[config.mk]
export PLATFORM = sky130hd
export DESIGN_NAME = vc_queue
export DESIGN_NICKNAME = d
export VERILOG_FILES = /design/src/rtl/vc_queue.sv
export SDC_FILE = /design/constraint.sdc
export NUM_CORES = 1
export LEC_CHECK = 0
export ABC_CLOCK_PERIOD_IN_PS = 2900
export CAP_MARGIN = 10
export CORE_UTILIZATION = 30
export DETAILED_ROUTE_END_ITERATION = 10
export PLACE_DENSITY = 0.55
export SETUP_SLACK_MARGIN = 0.5
export SLEW_MARGIN = 10
export SYNTH_ARGS = -nofsm -noshare
export SYNTH_HDL_FRONTEND = slang
export SYNTH_SLANG_ARGS = --single-unit
[constraint.sdc]
create_clock -name i_clk -period 2.9 [get_ports i_clk]
set_clock_uncertainty 0.05 [all_clocks]
set_input_delay 0.58 -clock i_clk [delete_from_list [all_inputs] [get_ports i_clk]]
set_output_delay 0.58 -clock i_clk [all_outputs]
set_load 0.02 [all_outputs]
[src/rtl/vc_queue.sv]
// ============================================================================
// vc_queue
// ----------------------------------------------------------------------------
// Multi-virtual-channel input buffer for one mesh router port. NUM_VC
// independent circular FIFOs of DEPTH flits each share a single write port.
// The head of every VC is presented combinationally (first-word fall-through).
//
// Flit bit numbering: the link numbers flit bits MSB-first, so the link's
// "bit 0" (the valid / push-request flag) is the most significant bit of the
// descending vectors used here, i.e. i_data_in[PL-1]. A flit value such as
// 8'h81 therefore carries its valid flag in bit 7.
//
// Ports
//   i_clk                  rising-edge clock
//   i_rst_n                asynchronous active-low reset
//   i_data_in   [PL]       write flit; MSB set means push request
//   i_vc_in     [VC_B]     target VC of the write flit
//   i_shift_signal [NUM_VC] per-VC pop request
//   o_data_out  [NUM_VC*PL] head of VC v at [v*PL +: PL], zero while empty
//   o_availability_signal [NUM_VC] VC v can accept a push this cycle
//   o_almost_full [NUM_VC] occupancy of VC v >= AF_THRESH
//   o_count     [NUM_VC*CNT_B] occupancy of VC v at [v*CNT_B +: CNT_B]
//   o_drop_error           sticky: a push request was refused
// ============================================================================
module vc_queue #(
    parameter int PL        = 8,
    parameter int DEPTH     = 4,
    parameter int NUM_VC    = 2,
    parameter int AF_THRESH = 3,
    localparam int VC_B     = (NUM_VC > 1) ? $clog2(NUM_VC) : 1,
    localparam int CNT_B    = $clog2(DEPTH + 1)
) (
    input  logic                    i_clk,
    input  logic                    i_rst_n,
    input  logic [PL-1:0]           i_data_in,
    input  logic [VC_B-1:0]         i_vc_in,
    input  logic [NUM_VC-1:0]       i_shift_signal,
    output logic [NUM_VC*PL-1:0]    o_data_out,
    output logic [NUM_VC-1:0]       o_availability_signal,
    output logic [NUM_VC-1:0]       o_almost_full,
    output logic [NUM_VC*CNT_B-1:0] o_count,
    output logic                    o_drop_error
);

    // Pointers only ever hold 0..DEPTH-1; DEPTH >= 2 keeps this at least 1 bit.
    localparam int PTR_B = $clog2(DEPTH);

    logic              w_valid;
    logic [NUM_VC-1:0] w_avail;
    logic              w_targetAvail;
    logic              w_dropNow;
    logic              r_dropError;

    // Advance a circular pointer. DEPTH need not be a power of two, so the
    // wrap is an explicit compare against the last slot rather than a
    // natural binary overflow.
    function automatic logic [PTR_B-1:0] nextPtr(input logic [PTR_B-1:0] p);
        if (p == PTR_B'(DEPTH - 1)) begin
            return '0;
        end
        return p + 1'b1;
    endfunction

    assign w_valid = i_data_in[PL-1];

    // Per-VC storage, pointers and occupancy.
    for (genvar v = 0; v < NUM_VC; v++) begin : g_vc
        logic [PL-1:0]    r_mem [DEPTH];
        logic [PTR_B-1:0] r_rdPtr;
        logic [PTR_B-1:0] r_wrPtr;
        logic [CNT_B-1:0] r_count;
        logic             w_full;
        logic             w_empty;
        logic             w_push;
        logic             w_pop;

        assign w_full  = (r_count == CNT_B'(DEPTH));
        assign w_empty = (r_count == '0);

        // A full VC still accepts a flit when its head leaves in the same
        // cycle, which is what lets the link stream at full rate.
        assign w_avail[v] = !w_full || i_shift_signal[v];

        assign w_push = w_valid && (32'(i_vc_in) == v) && w_avail[v];

        // Popping an empty VC is silently ignored; a simultaneous push into
        // an empty VC therefore just stores the flit.
        assign w_pop  = i_shift_signal[v] && !w_empty;

        // Storage, pointer and count update. On push+pop the count stays put
        // and both pointers move; at count==1 the new flit becomes the head.
        always_ff @(posedge i_clk or negedge i_rst_n) begin
            if (!i_rst_n) begin
                r_rdPtr <= '0;
                r_wrPtr <= '0;
                r_count <= '0;
                for (int i = 0; i < DEPTH; i++) begin
                    r_mem[i] <= '0;
                end
            end else begin
                if (w_push) begin
                    r_mem[r_wrPtr] <= i_data_in;
                    r_wrPtr        <= nextPtr(r_wrPtr);
                end
                if (w_pop) begin
                    r_rdPtr <= nextPtr(r_rdPtr);
                end
                case ({w_push, w_pop})
                    2'b10:   r_count <= r_count + 1'b1;
                    2'b01:   r_count <= r_count - 1'b1;
                    default: r_count <= r_count;
                endcase
            end
        end

        // Head flit is forced to zero while empty so downstream logic sees a
        // cleared valid flag rather than a stale entry.
        assign o_data_out[v*PL +: PL]    = w_empty ? '0 : r_mem[r_rdPtr];
        assign o_count[v*CNT_B +: CNT_B] = r_count;
        assign o_almost_full[v]          = (32'(r_count) >= AF_THRESH);
    end

    assign o_availability_signal = w_avail;

    // Look up the availability of the addressed VC. An out-of-range VC
    // number matches nothing and so reads as unavailable, which turns it
    // into a drop as well.
    always_comb begin
        w_targetAvail = 1'b0;
        for (int v = 0; v < NUM_VC; v++) begin
            if (32'(i_vc_in) == v) begin
                w_targetAvail = w_avail[v];
            end
        end
    end

    assign w_dropNow = w_valid && !w_targetAvail;

    // Sticky drop indicator; only reset clears it.
    always_ff @(posedge i_clk or negedge i_rst_n) begin
        if (!i_rst_n) begin
            r_dropError <= 1'b0;
        end else if (w_dropNow) begin
            r_dropError <= 1'b1;
        end
    end

    assign o_drop_error = r_dropError;

endmodule

Yosys cells after proc, flatten, opt, wreduce, memory -nomap -nowiden
Index checks and enable logic that the tools add are counted.

Word-level logic and storage cells: 99. Input port bits: 13. Bits in registers: 79.

Muxes and demuxes: 33. Magnitude comparators: 8. Equal/unequal tests: 10. Bitwise operators: 5. Add/subtract/negate cells: 8. Reduce and logical (&&, ||, !) cells: 20.

Operators with widths (number): $bwmux W32 (2); $mux W8 (8); $bmux W8 S2 (2); $demux W8 S2 (2); $mux W2 (8); $eq A2 B2 Y1 const B (6); $ge A3 B3 Y1 const B (4); $not A2 Y3 (4); $pmux W3 S2 (2); $logic_and A1 B1 Y1 (9); $mux W1 (9); $add A2 B1 Y2 const B (4); $add A3 B1 Y3 const B (2); $eq A3 B3 Y1 const B (2); $ge A3 B2 Y1 const B (2); $logic_not A3 Y1 (2); $lt A3 B1 Y1 const B (2); $sub A3 B1 Y3 const B (2); $logic_not A1 Y1 (5); $eq A2 B1 Y1 const B (2); $reduce_bool A2 Y1 (2); $logic_or A1 B1 Y1 (2); $not A1 Y1 (1).

Longest topological paths before layout
Gate-level depths: netlist (run 1).

Word-level depth: 6. Mapped depth: 9. Gate-level depth less buffers: 9.

Worst setup path before layout (run 1)
No wires, ideal clock.

Path type: flip-flop to flip-flop. From: register g_vc[1].r_count[1]. To: register g_vc[1].r_count[2]. Buffers on the path: 0. Setup time: 0.080 ns. Path slack: 0.602 ns. Required time: 2.770 ns. Arrival: 2.168 ns. Stages on the path, launching flop included: 10. Cells stage by stage: dfrtp_1 -> nor4b_4 -> nor2_1 -> inv_1 -> ha_1 -> inv_1 -> fa_1 -> xor2_1 -> nor2_1 -> xor2_1.

Cells in the longest elaborated chain, start to end: 6.

Ends and longest elaborated chain: start, declared (line 71) `logic [CNT_B-1:0] r_count;`; start signal, assigned (line 109) `2'b10: r_count <= r_count + 1'b1;`; start signal, assigned (line 110) `2'b01: r_count <= r_count - 1'b1;`; start signal, assigned (line 111) `default: r_count <= r_count;`; $eq A3 B3 Y1 (line 77) `assign w_full = (r_count == CNT_B'(DEPTH));`; $logic_not A1 Y1 (line 82) `assign w_avail[v] = !w_full || i_shift_signal[v];`; $logic_or A1 B1 Y1 (line 82); $logic_and A1 B1 Y1 (line 84) `assign w_push = w_valid && (32'(i_vc_in) == v) && w_avail[v];`; $eq A2 B1 Y1 or $eq A2 B2 Y1 (tied branches) (line 108) `case ({w_push, w_pop})`; $pmux W3 S2 or $reduce_bool A2 Y1 (tied branches).

Parallel ways exist; a longest one is shown, timed or not. A chain may end at the register's enable or synchronous reset.

Worst setup path in the final report (run 1)
From: register g_vc[0].r_rdPtr[0]. To: output port o_data_out[6].

Cells in the longest elaborated chain, start to end: 5.

Ends and longest elaborated chain: start, declared (line 69) `logic [PTR_B-1:0] r_rdPtr;`; start signal, assigned (line 106) `r_rdPtr <= nextPtr(r_rdPtr);`; $not A2 Y3 (implied by the code) (line 118) `assign o_data_out[v*PL +: PL] = w_empty ? '0 : r_mem[r_rdPtr];`; $bmux W8 S2 (line 118); $mux W8 (implied by the code) (2 in a row) (line 118); $mux W8 (line 118); end, declared (line 38) `output logic [NUM_VC*PL-1:0] o_data_out,`.

No other way between the ends. The select of a mux whose other input is x is not followed.

==> qor.csv, run 1 <==
metric,value,unit
area delta synth->final,24.9,%
routed length on met1,3310,um
syn_nets,283,
# IOs,40,
"antenna viol nets, final",0,
CP peak stage delay,0.49,ns
syn avg cell area,14.9,um2
via count,2193,
minimum clock period,2.35,ns
Synth area leader,dfrtp_1,
Iteration-0 DRC Markers,75,
VDD IR max,0.366,mV
worst-path cell with the longest stage delay,mux4_2,
initial antenna violation count,0,
Leak Pwr,2.04,nW
PD cells,1190,mW/mm2
Synth top area share,0.520,
status,completed,
Post-Syn Area,0.00380,mm2
CTS tree,done,
Wirelength per Cell,14.9,um
Clock Pin Slew Worst Setup and Hold Paths,0.06,ns
Layout Cells excl Fill,491,
number of remaining DRC errors,0,
port bufs,39,
placed cells,471,
register bit total from synthesis,79,
Final Max Tran Viols,0,
met2 WL,3680,um
Final setup viols,0,
Routed WL,7340,um
Synth cell types,27,
Finished Cell Area,0.00475,mm2
Worst Max-Slew Pin Slew,1.02,ns
max_cap viols,0,
Setup CP Type,reg2out,
clk buf depth,2,
kind of start point of the critical path,register,
Setup TNS,0,ns
Hold Path Class,in2async,
Core Rows,40,
"Req. time, crit path",2.27,ns
fmax,0.426,GHz
DIE HEIGHT,115,um
CTS buffer count,9,
core area,0.0122,mm2
most frequent cells in the layout,"78 x dfrtp_1, 63 x mux2_2, 19 x clkdlybuf4s50_1, 18 x buf_4, 16 x mux4_2",
total power,5.66,mW
Area after DPL,0.00449,mm2
DRT Pass-1 Iters,3,
H-tree levels,3,
clk_lat worst skew,0.33,ns
Final Wtd Congestion,0.703,
DP HPWL,4980,um
DR top layer,met4,
gr ovfl total,0,
antenna cells,0,
Die W,115,um
FF+latch area,0.00198,mm2
Hold WS,0.351,ns
Cells after Synth,256,
RSZ-0062 raised after global routing,true,
"commonest non-fill, non-tap cell in the layout",dfrtp_1,
Rel. slew slack,0.323,
vias per inst,4.47,
initial core utilization,0.312,
arrival time worst endpoint,1.72,ns
pin count of the biggest net entering global routing,80,
met3 WL,241,um
crit path cell chain,buf_6 -> mux4_2 -> and2b_1 -> clkbuf_2,
register area share after synthesis,0.520,
Root Buffer,clkbuf_16,
clock sinks,79,
fin crit share,0.809,
Worst setup EP type,output pin,
first-pass GRT wire length,12500,um
Ys Warns,0,
CP max FO,7,
r2r setup slk,0.71,ns
GRT Util Overall,0.128,
multi-input logic area,0.00175,mm2
hold buffers post-CTS,0,
final hold violation count,0,
fraction of layout cells with a size suffix above 1,0.464,
Final nets,345,
Die Footprint,0.0131,mm2
filler cell count,1179,
vias in the first global route,2386,
Area contributors post-synth,"dfrtp_1 52%, mux2_2 19%, mux4_2 9.5%, ha_1 3.9%, and2b_1 2.2%",
## cells by family (layout without fill, tap and decap cells)
family          Yosys count  after routing  synth area share
mux                      80             80             0.284
flops                    79             79             0.520
simple gates             49             49            0.0983
buf+inv                  23             90            0.0247
fa+ha+maj                14             14            0.0500
xor+xnor                  6              6            0.0138
compound gates            5              5           0.00986
## final cells by class
| type | instances | share of cell area |
|---|---|---|
| repair buffers | 59 | 0.101 |
| multi-input cells | 154 | 0.368 |
| inverters | 15 | 0.0118 |
| clock buffers | 12 | 0.0540 |
| well taps | 168 | 0.0442 |
| flip-flops and latches | 79 | 0.417 |
| clock inverters | 4 | 0.00421 |
## power by group
group	switching, mW	internal [mW]
Clock	0.428	0.620
Combinational	1.12	1.45
Sequential	0.396	1.65
Total	1.94	3.72
## routing by layer
| metal | track usage | up-vias |
|---|---|---|
| met4 | 0.0398 | 0 |
| li1 | - | 1031 |
| met3 | 0.0402 | 11 |
| met5 | 0 | - |
| met1 | 0.158 | 1121 |
| met2 | 0.215 | 30 |
## synthesized netlist by cell type
master	instances
a21o_1	2
a311o_1	1
and2b_1	11
buf_2	6
clkbuf_1	2
dfrtp_1	79
fa_1	2
ha_1	12
inv_1	15
mux2_2	63
mux2i_1	1
mux4_2	16
nand2_1	1
nand2_2	1
nor2_1	7
nor2b_1	7
nor3_1	2
nor3b_1	1
nor3b_2	4
nor4_1	1
nor4b_4	2
nor4bb_1	4
o21ai_0	1
o21bai_1	1
or2_2	8
xnor2_1	2
xor2_1	4
## critical path: cells and delay by family (launching register included)
| kind | cells | cell delay [ns] |
|---|---|---|
| mux | 1 | 0.49 |
| flops | 1 | 0.39 |
| buf+inv | 2 | 0.32 |
| simple gates | 1 | 0.19 |
## registers in the layout, indices dropped and copies added (netlist names)
register and cells:
g_vc.r_count 6, g_vc.r_rdPtr 4, g_vc.r_wrPtr 4, o_drop_error 1, g_vc.r_mem 64
## per-stage QoR
step,utilization,setup slack [ns]
floorplan,-,0.602
global placement,0.367,0.248
detailed placement,0.367,0.199
CTS,0.391,0.364
global route,0.389,0.480
finish,0.389,0.553
## path summary, 6_finish.rpt
| check | start | endpoint | cells past startpoint |
|---|---|---|---|
| max | g_vc[0].r_rdPtr[0] | o_data_out[6] | 4 |
| min | i_rst_n | g_vc[1].r_count[0] | 1 |
| max reg2reg | g_vc[0].r_count[0] | g_vc[0].r_count[2] | 9 |
| min reg2reg | g_vc[1].r_mem[15] | g_vc[1].r_mem[15] | 1 |
| max in group asynchronous | i_rst_n | g_vc[1].r_rdPtr[0] | 1 |
| min in group i_clk | g_vc[1].r_mem[15] | g_vc[1].r_mem[15] | 1 |
## what timing repair did
item | CTS | global route
setup endpoints to repair | 18 | 13
setup buffers | 3 | 1
resized for setup | 53 | 23
pin swaps | 1 | 2
Power figures use the tool's default switching activity.
==> run 2, diff against run 1 <==
Settings changed: ABC_CLOCK_PERIOD_IN_PS 2900 to 2110, PLACE_DENSITY 0.55 to 0.56.
Clock period 2.9 ns to 2.11 ns, I/O delays scaled along.
==> run 2 against run 1 <==
Compared with the run above:
- the run now ends with negative setup slack left
- critical path depth is 1 higher
- via count up 10%
- register-to-register slack worse by 0.63 ns
- clock power is 70% higher
- cell area increased by 23%
- utilization increased by 9.1 points
- die area unchanged
==> qor.csv, run 2 (same netlist as run 1, synthesis figures left out) <==
metric,value,unit
status,finished with violations,
failing checks,negative setup slack,
RSZ-0062 raised after global routing,true,
initial core utilization,0.312,
Area after DPL,0.00475,mm2
worst-path cell with the longest stage delay,mux4_2,
Final setup viols,15,
"antenna viol nets, final",0,
fmax,0.451,GHz
final hold violation count,0,
gr ovfl total,0,
clk_lat worst skew,0.33,ns
number of remaining DRC errors,0,
VDD IR max,0.530,mV
vias per inst,4.53,
CTS buffer count,9,
DIE HEIGHT,115,um
Final Max Tran Viols,0,
H-tree levels,3,
multi-input logic area,0.00216,mm2
DP HPWL,5230,um
vias in the first global route,2675,
via count,2413,
minimum clock period,2.22,ns
antenna cells,0,
Hold Path Class,reg2reg,
area delta synth->final,54.0,%
most frequent cells in the layout,"69 x dfrtp_1, 61 x mux2_4, 48 x buf_6, 26 x buf_4, 16 x mux4_2",
"Req. time, crit path",1.64,ns
GRT Util Overall,0.146,
Die W,115,um
kind of start point of the critical path,register,
CP peak stage delay,0.48,ns
filler cell count,1080,
top cell family by delay on the critical path,multiplexers,
PD cells,1720,mW/mm2
setup slack after placement,-0.357,ns
largest reg by FF count,g_vc.r_mem,
crit path cell chain,buf_12 -> buf_16 -> mux4_2 -> and2b_1 -> buf_6,
Largest register FFs,64,
Root Buffer,clkbuf_16,
Setup CP Type,reg2out,
pin count of the biggest net entering global routing,29,
Regs by FF count,"g_vc.r_mem: 64 flops, g_vc.r_count: 6 flops",
fraction of layout cells with a size suffix above 1,0.633,
Clock Pin Slew Worst Setup and Hold Paths,0.06,ns
"commonest non-fill, non-tap cell in the layout",dfrtp_1,
core area,0.0122,mm2
Iteration-0 DRC Markers,95,
Core Rows,40,
Die Footprint,0.0131,mm2
Worst setup EP type,output pin,
arrival time worst endpoint,1.75,ns
# IOs,40,
CP max FO,3,
first-pass GRT wire length,14400,um
Routed WL,8570,um
Final nets,387,
initial antenna violation count,0,
port bufs,39,
clk buf depth,2,
"Worst Setup Slack, final",-0.109,ns
clock sinks,79,
Wirelength per Cell,16.1,um
DRT Pass-1 Iters,4,
total power,10.1,mW
Setup TNS,-0.681,ns
Worst Max-Slew Pin Slew,0.408,ns
Rel. slew slack,0.728,
Leak Pwr,2.61,nW
CTS tree,done,
CP bufs+invs,3,
Final Wtd Congestion,0.732,
max_cap viols,0,
fin crit share,1.05,
FF+latch area,0.00199,mm2
Finished Cell Area,0.00586,mm2
[run 2: changes by cell type in the layout (fill, tap and decap cells not counted), sizes merged]
cell / delta
dlygate4sd2: +5
buf: +53
bufinv: +3
dlygate4sd3: +1
dlymetal6s2s: -1
clkdlybuf4s50: -12
clkbuf: -7
[run 2: routing by layer]
layer,track usage,vias up,wire (um),part of all wire
li1,-,1122,-,-
met1,0.208,1249,4240,0.49
met2,0.228,33,4060,0.47
met3,0.0259,9,184,0.021
met4,0.0416,0,91,0.011
met5,0,-,0,0
[run 2: path summary, 6_finish.rpt]
| kind | from | to | slack [ns] | cells after the start |
|---|---|---|---|---|
| min in group asynchronous | i_rst_n | g_vc[0].r_count[1] | 0.51 | 2 |
| min | g_vc[1].r_mem[7] | g_vc[1].r_mem[7] | 0.43 | 1 |
| min reg2reg | g_vc[1].r_mem[7] | g_vc[1].r_mem[7] | 0.43 | 1 |
| max in group asynchronous | i_rst_n | g_vc[0].r_mem[14] | 0.93 | 3 |
| max reg2reg | g_vc[0].r_count[0] | g_vc[0].r_count[2] | 0.08 | 10 |
| max | g_vc[1].r_rdPtr[0] | o_data_out[8] | -0.11 | 5 |
[run 2: where the power goes]
group / total [mW] / internal (mW) / leakage (nW) / switching (mW)
Sequential: 2.83 / 2.28 / 0.914 / 0.545
Combinational: 5.46 / 3.48 / 1.53 / 1.98
Clock: 1.79 / 1.16 / 0.170 / 0.634
[run 2: final cells by class]
class / count / area share
Clock buffer: 9 / 0.0384
Clock inverter: 7 / 0.0207
Inverter: 15 / 0.00961
Multi-Input combinational cell: 154 / 0.369
Sequential cell: 79 / 0.340
Tap cell: 168 / 0.0359
Timing Repair Buffer: 101 / 0.187
[run 2: per-stage QoR]
stage,util,hold slack (ns),std cells
6_report,0.480,0.428,533
5_1_grt,0.480,0.438,533
3_3_place_gp,0.389,0.340,487
4_1_cts,0.468,0.428,522
3_5_place_dp,0.389,0.336,487
2_1_floorplan,-,0.0764,256
[run 2: what timing repair did]
action                     CTS  global route
hold buffers                 1             0
pin swaps                   16             9
hold endpoints to repair    25             0
gates resized for setup    254            20
setup endpoints to repair  100            97
gates cloned                 2             0
buffers inserted            16            11
